--- src/rtl/bcd_sevenseg_scan.sv ---
// bcd_sevenseg_scan
//   Time-multiplexed driver for NUM_DIGITS common-segment 7-segment digits.
//   A packed BCD word and per-digit decimal points are captured into a shadow
//   register. They are promoted to the displayed (active) register only at a
//   frame boundary, so one scan frame never mixes old and new digits. The
//   driver also does leading-zero blanking, shows a dash for non-BCD nibbles,
//   and keeps every anode off for one cycle at the start of each slot so the
//   previous digit's segments do not ghost onto the next digit.
//
// Ports
//   clk        rising-edge clock
//   rst        synchronous reset, active high
//   bcd_in     packed BCD word, nibble i = digit i (digit 0 least significant)
//   dp_in      decimal point per digit, 1 = lit
//   load       capture bcd_in/dp_in this cycle
//   blank_lz   1 = blank leading zeros (used live, not captured)
//   seg        {a,b,c,d,e,f,g}, a = bit 6 (inverted when SEG_ACT_LOW)
//   dp         decimal point of the active digit (inverted when SEG_ACT_LOW)
//   an         one-hot digit enable (inverted when AN_ACT_LOW)
//   digit_idx  current scan slot
//   err        the last load held a nibble > 9

// Per-digit decoder: BCD -> segments, with dash for invalid codes and a
// blank override that also kills the decimal point.
module bcd_sevenseg_digit (
  input  logic [3:0] nib,
  input  logic       dp_in,
  input  logic       blank,
  output logic [6:0] seg,
  output logic       dp
);
  always_comb begin
    seg = 7'b0000001;
    case (nib)
      4'd0:    seg = 7'b1111110;
      4'd1:    seg = 7'b0110000;
      4'd2:    seg = 7'b1101101;
      4'd3:    seg = 7'b1111001;
      4'd4:    seg = 7'b0110011;
      4'd5:    seg = 7'b1011011;
      4'd6:    seg = 7'b1011111;
      4'd7:    seg = 7'b1110000;
      4'd8:    seg = 7'b1111111;
      4'd9:    seg = 7'b1111011;
      default: seg = 7'b0000001;
    endcase
    dp = dp_in;
    if (blank) begin
      seg = 7'b0000000;
      dp  = 1'b0;
    end
  end
endmodule

module bcd_sevenseg_scan #(
  parameter  int NUM_DIGITS  = 4,
  parameter  int REFRESH_DIV = 1000,
  parameter  int SEG_ACT_LOW = 0,
  parameter  int AN_ACT_LOW  = 0,
  localparam int IW          = (NUM_DIGITS > 1) ? $clog2(NUM_DIGITS) : 1
) (
  input  logic                    clk,
  input  logic                    rst,
  input  logic [4*NUM_DIGITS-1:0] bcd_in,
  input  logic [NUM_DIGITS-1:0]   dp_in,
  input  logic                    load,
  input  logic                    blank_lz,
  output logic [6:0]              seg,
  output logic                    dp,
  output logic [NUM_DIGITS-1:0]   an,
  output logic [IW-1:0]           digit_idx,
  output logic                    err
);
  localparam int PW = $clog2(REFRESH_DIV);

  logic [PW-1:0]                presc;
  logic [NUM_DIGITS-1:0][3:0]   nib_in, shadow_bcd, act_bcd;
  logic [NUM_DIGITS-1:0]        shadow_dp, act_dp;
  logic                         pending;
  logic [NUM_DIGITS-1:0]        nib_bad, nib_zero, lane_blank, lane_dp;
  logic [NUM_DIGITS-1:0][6:0]   lane_seg;
  logic                         tc, last_slot, frame_end;
  logic [6:0]                   seg_q, seg_nxt;
  logic                         dp_q, dp_nxt;
  logic [NUM_DIGITS-1:0]        an_q, an_nxt;

  assign nib_in    = bcd_in;
  assign tc        = (presc == PW'(REFRESH_DIV - 1));
  assign last_slot = (digit_idx == IW'(NUM_DIGITS - 1));
  assign frame_end = tc & last_slot;

  for (genvar i = 0; i < NUM_DIGITS; i++) begin : g_lane
    assign nib_bad[i]  = (nib_in[i] > 4'd9);
    // invalid nibbles are non-zero here, so they stop blanking
    assign nib_zero[i] = (act_bcd[i] == 4'd0);
    if (i == 0) begin : g_lsd
      assign lane_blank[i] = 1'b0;
    end else begin : g_upper
      // blank only when this digit and everything above it is zero
      assign lane_blank[i] = blank_lz & (&nib_zero[NUM_DIGITS-1:i]);
    end
    bcd_sevenseg_digit u_digit (
      .nib   (act_bcd[i]),
      .dp_in (act_dp[i]),
      .blank (lane_blank[i]),
      .seg   (lane_seg[i]),
      .dp    (lane_dp[i])
    );
  end

  // slot mux; anodes stay dark on prescaler 0 to hide the segment switch
  always_comb begin
    seg_nxt = '0;
    dp_nxt  = 1'b0;
    an_nxt  = '0;
    for (int i = 0; i < NUM_DIGITS; i++) begin
      if (digit_idx == IW'(i)) begin
        seg_nxt   = lane_seg[i];
        dp_nxt    = lane_dp[i];
        an_nxt[i] = (presc != '0);
      end
    end
  end

  always_ff @(posedge clk) begin
    if (rst) begin
      presc      <= '0;
      digit_idx  <= '0;
      shadow_bcd <= '0;
      shadow_dp  <= '0;
      act_bcd    <= '0;
      act_dp     <= '0;
      pending    <= 1'b0;
      err        <= 1'b0;
      seg_q      <= '0;
      dp_q       <= 1'b0;
      an_q       <= '0;
    end else begin
      presc <= tc ? '0 : presc + 1'b1;
      if (tc)
        digit_idx <= last_slot ? '0 : digit_idx + 1'b1;

      if (load) begin
        shadow_bcd <= nib_in;
        shadow_dp  <= dp_in;
        err        <= |nib_bad;
      end

      // a load on the boundary bypasses the shadow and wins over pending
      if (frame_end) begin
        if (load) begin
          act_bcd <= nib_in;
          act_dp  <= dp_in;
        end else if (pending) begin
          act_bcd <= shadow_bcd;
          act_dp  <= shadow_dp;
        end
        pending <= 1'b0;
      end else if (load) begin
        pending <= 1'b1;
      end

      seg_q <= seg_nxt;
      dp_q  <= dp_nxt;
      an_q  <= an_nxt;
    end
  end

  assign seg = (SEG_ACT_LOW != 0) ? ~seg_q : seg_q;
  assign dp  = (SEG_ACT_LOW != 0) ? ~dp_q  : dp_q;
  assign an  = (AN_ACT_LOW  != 0) ? ~an_q  : an_q;

endmodule
--- config.mk ---
export PLATFORM = sky130hd
export DESIGN_NAME = bcd_sevenseg_scan
export DESIGN_NICKNAME = d
export VERILOG_FILES = /design/src/rtl/bcd_sevenseg_scan.sv
export SDC_FILE = /design/constraint.sdc
export NUM_CORES = 1
export LEC_CHECK = 0
export BUFFER_PORTS_ARGS = -buffer_cell sky130_fd_sc_hd__clkbuf_2
export CAP_MARGIN = 20
export CORE_ASPECT_RATIO = 1.4
export CORE_MARGIN = 2
export CORE_UTILIZATION = 25
export CTS_CLUSTER_DIAMETER = 120
export CTS_CLUSTER_SIZE = 24
export DETAILED_ROUTE_END_ITERATION = 12
export GPL_ROUTABILITY_DRIVEN = 0
export PLACE_DENSITY = 0.38
export SKIP_LAST_GASP = 1
export SYNTH_ARGS = -nofsm -noshare
export SYNTH_HDL_FRONTEND = slang
export SYNTH_HIERARCHICAL = 1
export SYNTH_SLANG_ARGS = --single-unit
--- constraint.sdc ---
create_clock -name clk -period 4.59 [get_ports clk]
set_clock_uncertainty 0.15 [all_clocks]
set_input_delay 0.918 -clock clk [delete_from_list [all_inputs] [get_ports clk]]
set_output_delay 0.918 -clock clk [all_outputs]
set_load 0.1 [all_outputs]
== Word-level counts from Yosys, hierarchy flattened ==
Memories as Yosys holds them, arrays and structs flattened. A register that Yosys moved wholly into a read port is not among the register bits.
Cells that the tools add are included.

* Bits in registers: 66
* Memory bits (read-only): 448
* Bits of input ports: 24
* Output and inout port bits: 15
* Word-level logic and storage cells: 85
* Memories kept: 4

{| class="wikitable"
|+ Memory list
! name !! depth !! width !! rd ports !! clocked after Yosys merged registers in !! write ports !! RTL line !! source
|-
| (name not given) || 16 || 7 || 1 || 1 || 0 || 34 || <nowiki>case (nib)</nowiki>
|-
| (name not given) || 16 || 7 || 1 || 1 || 0 || 34 ||
|-
| (name not given) || 16 || 7 || 1 || 1 || 0 || 34 ||
|-
| (name not given) || 16 || 7 || 1 || 1 || 0 || 34 ||
|}

* $add $sub $neg: 2
* Magnitude comparators: 4
* Equal/unequal tests: 4
* Muxes and demuxes: 27
* Bitwise operators: 8
* Reductions and logical operators: 16

{| class="wikitable"
|+ Operators by type and width
! cell !! number
|-
| $mux 7 || 7
|-
| $mux 4 || 10
|-
| $mux 16 || 2
|-
| $gt 4x4->1 const B || 4
|-
| $logic_not 4->1 || 3
|-
| $reduce_or 2->1 || 6
|-
| $add 10x1->10 const B || 1
|-
| $eq 10x10->1 const B || 1
|-
| $reduce_bool 10->1 || 1
|-
| $mux 1 || 7
|-
| $and 1x1->1 || 4
|-
| $eq 2x2->1 const B || 2
|-
| $not 1->1 || 4
|-
| $reduce_and 2->1 || 2
|-
| $reduce_or 4->1 || 1
|-
| $reduce_and 3->1 || 1
|-
| $add 2x1->2 const B || 1
|-
| $eq 2x1->1 const B || 1
|-
| $logic_not 2->1 || 1
|-
| $mux 2 || 1
|-
| $reduce_bool 2->1 || 1
|}

== Logic depth before layout (Yosys ltp) ==
* Depth in word-level cells: 7
* Depth in mapped cells: 9

== Hierarchy ==
Netlist, hierarchy kept.

{| class="wikitable"
|+ Modules (own cells, without submodules)
! module !! times used !! cells an instance !! area each (um^2) !! seq. area each (um^2)
|-
| bcd_sevenseg_scan || 1 || 286 || 2879.0 || 1321.3
|-
| bcd_sevenseg_digit || 4 || 34 || 225.2 || 0.0
|}

== Worst setup path after synthesis ==
No wires, ideal clock.

* Path kind: flip-flop to flip-flop
* From: register digit_idx[1]
* To: register act_bcd[0] (netlist bit)
* Setup time: 121 ps
* Arrival time: 2353 ps
* Data required time: 4319 ps
* Setup slack: 1966 ps
* Stages on the path, launching flop included: 6
* Cell sequence: dfxtp_1 > ha_1 > o21ai_0 > or4_4 > buf_6 > mux2_4

* Cells in the longest elaborated chain, start to end: 3

{| class="wikitable"
|+ RTL lines
! what !! RTL line !! source
|-
| from (decl) || 71 || <nowiki>output logic [IW-1:0] digit_idx,</nowiki>
|-
| from (signal assigned) || 141 || <nowiki>digit_idx <= last_slot ? '0 : digit_idx + 1'b1;</nowiki>
|-
| $eq 2x2->1 || 89 || <nowiki>assign last_slot = (digit_idx == IW'(NUM_DIGITS - 1));</nowiki>
|-
| $and 1x1->1 || 90 || <nowiki>assign frame_end = tc & last_slot;</nowiki>
|-
| $reduce_and 2->1 (no source line) || -- ||
|-
| to (signal assigned) || 152 || <nowiki>act_bcd <= nib_in;</nowiki>
|-
| to (signal assigned) || 155 || <nowiki>act_bcd <= shadow_bcd;</nowiki>
|-
| to (decl) || 77 || <nowiki>logic [NUM_DIGITS-1:0][3:0] nib_in, shadow_bcd, act_bcd;</nowiki>
|}

Every way passes these cells.
A chain may end at the register's enable or synchronous reset.

== Worst setup path in the final report ==
* From: register act_bcd[15] (netlist bit)
* To: register seg_q[4], in the netlist seg[4]

* Elaborated cells between the ends (all ways): 12

{| class="wikitable"
|+ RTL lines
! what !! RTL line !! source
|-
| $logic_not 4->1 || 95 || <nowiki>assign nib_zero[i] = (act_bcd[i] == 4'd0);</nowiki>
|-
| $and 1x1->1 || 100 || <nowiki>assign lane_blank[i] = blank_lz & (&nib_zero[NUM_DIGITS-1:i]);</nowiki>
|-
| via lane_blank[3] || 80 || <nowiki>logic [NUM_DIGITS-1:0] nib_bad, nib_zero, lane_blank, lane_dp;</nowiki>
|-
| $mux 7 || 48 || <nowiki>if (blank) begin</nowiki>
|-
| $mux 7 || 117 || <nowiki>if (digit_idx == IW'(i)) begin</nowiki>
|-
| to (signal assigned) || 163 || <nowiki>seg_q <= seg_nxt;</nowiki>
|-
| to (decl) || 83 || <nowiki>logic [6:0] seg_q, seg_nxt;</nowiki>
|}

The timed path passes the listed nets, and every way through them passes these cells.

==> flow_metrics.env <==
export IMPL_status="finished, final reports clean"
export IMPL_path_clk_slew_ns=0.06
export IMPL_yosys_area_top_type="dfxtp_1"
export IMPL_rr_startpoint="act_bcd[15]$_SDFFE_PP0P_"
export IMPL_syn_avg_cell_area_um2=8.96
export IMPL_grt_pass1_vias=2960
export IMPL_root_buffer="clkbuf_16"
export IMPL_ys_warn_count=6
export IMPL_rr_endpoint="seg[4]$_SDFF_PP0_"
export IMPL_layout_worst_path_cycle_share=0.574
export IMPL_synth_edff_count=0
export IMPL_hold_viol_final=0
export IMPL_ff2ff_path_depth=7
export IMPL_worstSetupPathType="reg2reg"
export IMPL_ys_flop_type="dfxtp_1"
export IMPL_num_antenna_cells=0
export IMPL_cts_sink_count=66
export IMPL_synth_fa_ha_area_frac=0.0861
export IMPL_cts_tree="yes"
export IMPL_grt_usage=0.122
export IMPL_yosysMostFrequentCell="dfxtp_1"
export IMPL_worstMarginPinSlew_ns=0.715
export IMPL_numPortBuffers=38
export IMPL_ios=39
export IMPL_drcViolationCount=0
export IMPL_cp_start_kind="flip-flop"
export IMPL_drive_gt1_frac=0.209
export IMPL_hold_depth=2
export IMPL_maxSlewHeadroom=0.521
export IMPL_tns_ns=0
export IMPL_cp_end_kind="flip-flop"
export IMPL_vias=2955
export IMPL_synth_xor_xnor_area_share=0.0116
export IMPL_power_density_nw_per_um2=352
export IMPL_setup_viol=0
export IMPL_synth_distinct_cells=45
export IMPL_ys_top_cells_by_area="dfxtp_1 35%, ha_1 8.6%, mux2_4 7.9%, mux2i_1 6.6%, nor2_1 5.5%"
export IMPL_hp_class="reg2reg"
export IMPL_synth_compound_area_share=0.135
export IMPL_p_leak_nw=1.93
export IMPL_syn_to_final_growth_pct=19.0
export IMPL_synthSimpleGateAreaFrac=0.210
export IMPL_drtAntennaViolNets=0
export IMPL_cp_slowest_cell="dfxtp_1"
export IMPL_p_total_mw=1.59
export IMPL_grt_pass1_wl_um=15100
export IMPL_nFillCells=1595
export IMPL_numCtsBuffers=9
export IMPL_synth_seq_cells=66
export IMPL_period_needed_ns=2.64
export IMPL_critical_path_arrival_ns=2.69
export IMPL_clock_path_buffers=2
export IMPL_dieArea_um2=16100
export IMPL_grt_max_degree=39
export IMPL_critPathRequiredTime_ns=4.65
export IMPL_yosysSeqAreaShare=0.350
export IMPL_seq_area_um2=1320
export IMPL_die_height_um=149
export IMPL_syn_area_um2=3780
export IMPL_fin_nets=510
export IMPL_critical_path_top_delay_family="simple AND/OR/NAND/NOR gates"
export IMPL_syn_inst=422
export IMPL_ctsHoldBuffers=0
export IMPL_clock_latency_ns=0.34
export IMPL_peakVddDrop_mv=0.181
export IMPL_wl_per_cell_um=13.8
export IMPL_postCtsResizedCells=0
export IMPL_drt_total_wl_um=9090
export IMPL_async_flop_share=0
export IMPL_drv_slew=0
export IMPL_htreeDepth=3
export IMPL_core_um2=14900
export IMPL_start_util=0.253
export IMPL_via_per_inst=4.50
export IMPL_hold_start="pending$_SDFFE_PP0P_"
export IMPL_multi_input_area_um2=2250
export IMPL_overflow=0
export IMPL_dpl_hpwl_um=6690
export IMPL_path_cells="nor4_1 -> and2_1 -> and3_1 -> o21ba_1 -> a221oi_1 -> a211o_1 -> a21oi_1"
export IMPL_drt_first_pass_iters=4
export IMPL_maxCapViolCount=0
export IMPL_post_cts_setup_buffers=0
export IMPL_synth_top_family_by_area="simple AND/OR/NAND/NOR gates"
export IMPL_crit_fanout=10
export IMPL_synth_top_area_frac=0.350
export IMPL_r2r_setup_slack_ns=1.95
export IMPL_slowest_delay_ns=0.42
export IMPL_fin_hold_ws_ns=0.330
export IMPL_rsz0062_at_grt="no"
export IMPL_min_to="pending$_SDFFE_PP0P_"
export IMPL_synth_common_cells="66 x dfxtp_1, 55 x nor2_1, 26 x a21oi_1, 26 x ha_1"
export IMPL_synth_mux_area_frac=0.146
export IMPL_fp_row_count=53
export IMPL_cp_buffers_inverters=0
export IMPL_drt_initial_drc_count=88
export IMPL_timing_fmax_ghz=0.379
export IMPL_grt_antenna_before_repair=0
export IMPL_die_x_um=108
==> area by class of cell <==
type / count / share of cell area
Multi-Input combinational cell: 314 / 0.501
Tap cell: 192 / 0.0534
Inverter: 28 / 0.0234
Clock buffer: 9 / 0.0501
Sequential cell: 66 / 0.294
Clock inverter: 7 / 0.0314
Timing Repair Buffer: 41 / 0.0473
==> where the power goes <==
| part | internal (mW) | total [mW] | switching (mW) |
|---|---|---|---|
| sequential | 0.593 | 0.603 | 0.0100 |
| clock | 0.585 | 0.857 | 0.272 |
| combinational | 0.0396 | 0.125 | 0.0853 |
| total | 1.22 | 1.59 | 0.367 |
==> sequential cells by signal, indices dropped and copies added (netlist names) <==
register    cells
act_bcd        16
shadow_bcd     16
presc          10
seg             7
act_dp          4
an              4
shadow_dp       4
digit_idx       2
dp              1
err             1
pending         1
==> cell usage in the layout (no fill, tap or decap), drive strengths merged, types with 5 or more instances in the layout <==
cell,n
mux2i,25
ha,26
a21oi,30
a221oi,7
clkbuf,47
conb,8
a22oi,5
o21ai,12
dfxtp,66
inv,28
or3,5
nand3,10
and2,7
nor2b,25
nor3,8
a211o,7
nand2,25
nand2b,5
nor2,55
mux2,20
==> how the worst max path moves through the flow <==
stage | start | end | slack [ns] | depth (start not counted)
global route | act_bcd[15]$_SDFFE_PP0P_ | seg[4]$_SDFF_PP0_ | 1.70 | 7
global placement | load | act_bcd[9]$_SDFFE_PP0P_ | 1.68 | 5
detailed placement | load | act_bcd[8]$_SDFFE_PP0P_ | 1.66 | 5
floorplan | digit_idx[1]$_SDFFE_PP0N_ | act_bcd[0]$_SDFFE_PP0P_ | 1.97 | 5
finish | act_bcd[15]$_SDFFE_PP0P_ | seg[4]$_SDFF_PP0_ | 1.95 | 7
CTS | act_bcd[15]$_SDFFE_PP0P_ | seg[4]$_SDFF_PP0_ | 1.92 | 7
==> through the flow <==
| step | cells | setup slack (ns) | util | instance area (µm²) |
|---|---|---|---|---|
| final | 657 | 1.95 | 0.301 | 4500 |
| after global routing | 657 | 1.70 | 0.301 | 4500 |
| after CTS | 657 | 1.92 | 0.301 | 4500 |
| after detailed placement | 641 | 1.66 | 0.277 | 4130 |
| after global placement | 641 | 1.68 | 0.277 | 4130 |
| after floorplan | 429 | 1.97 | - | 3810 |
==> worst reg2reg max path: stages, from the launching register on <==
cell      delay, ns
dfxtp_1        0.42
nor4_1         0.39
and2_1         0.41
and3_1         0.39
o21ba_1        0.20
a221oi_1       0.35
a211o_1        0.15
a21oi_1        0.06
==> kinds of logic (layout without fill, tap and decap cells) <==
family                     after synthesis  after routing
DFF                                     66             66
and+or+nand+nor                        154            154
muxes                                   45             45
AOI/OAI and AO/OA                       76             76
buffers and inverters                   49             85
adders and majority gates               26             26
other                                    1              8
xor gates and xnor gates                 5              5
==> metal layers <==
layer / global-route usage / share of wire
met5: 0 / 0
met4: 0.0577 / 0.021
met3: 0.0205 / 0.024
met1: 0.157 / 0.48
met2: 0.197 / 0.47
Power figures use the tool's default switching activity.
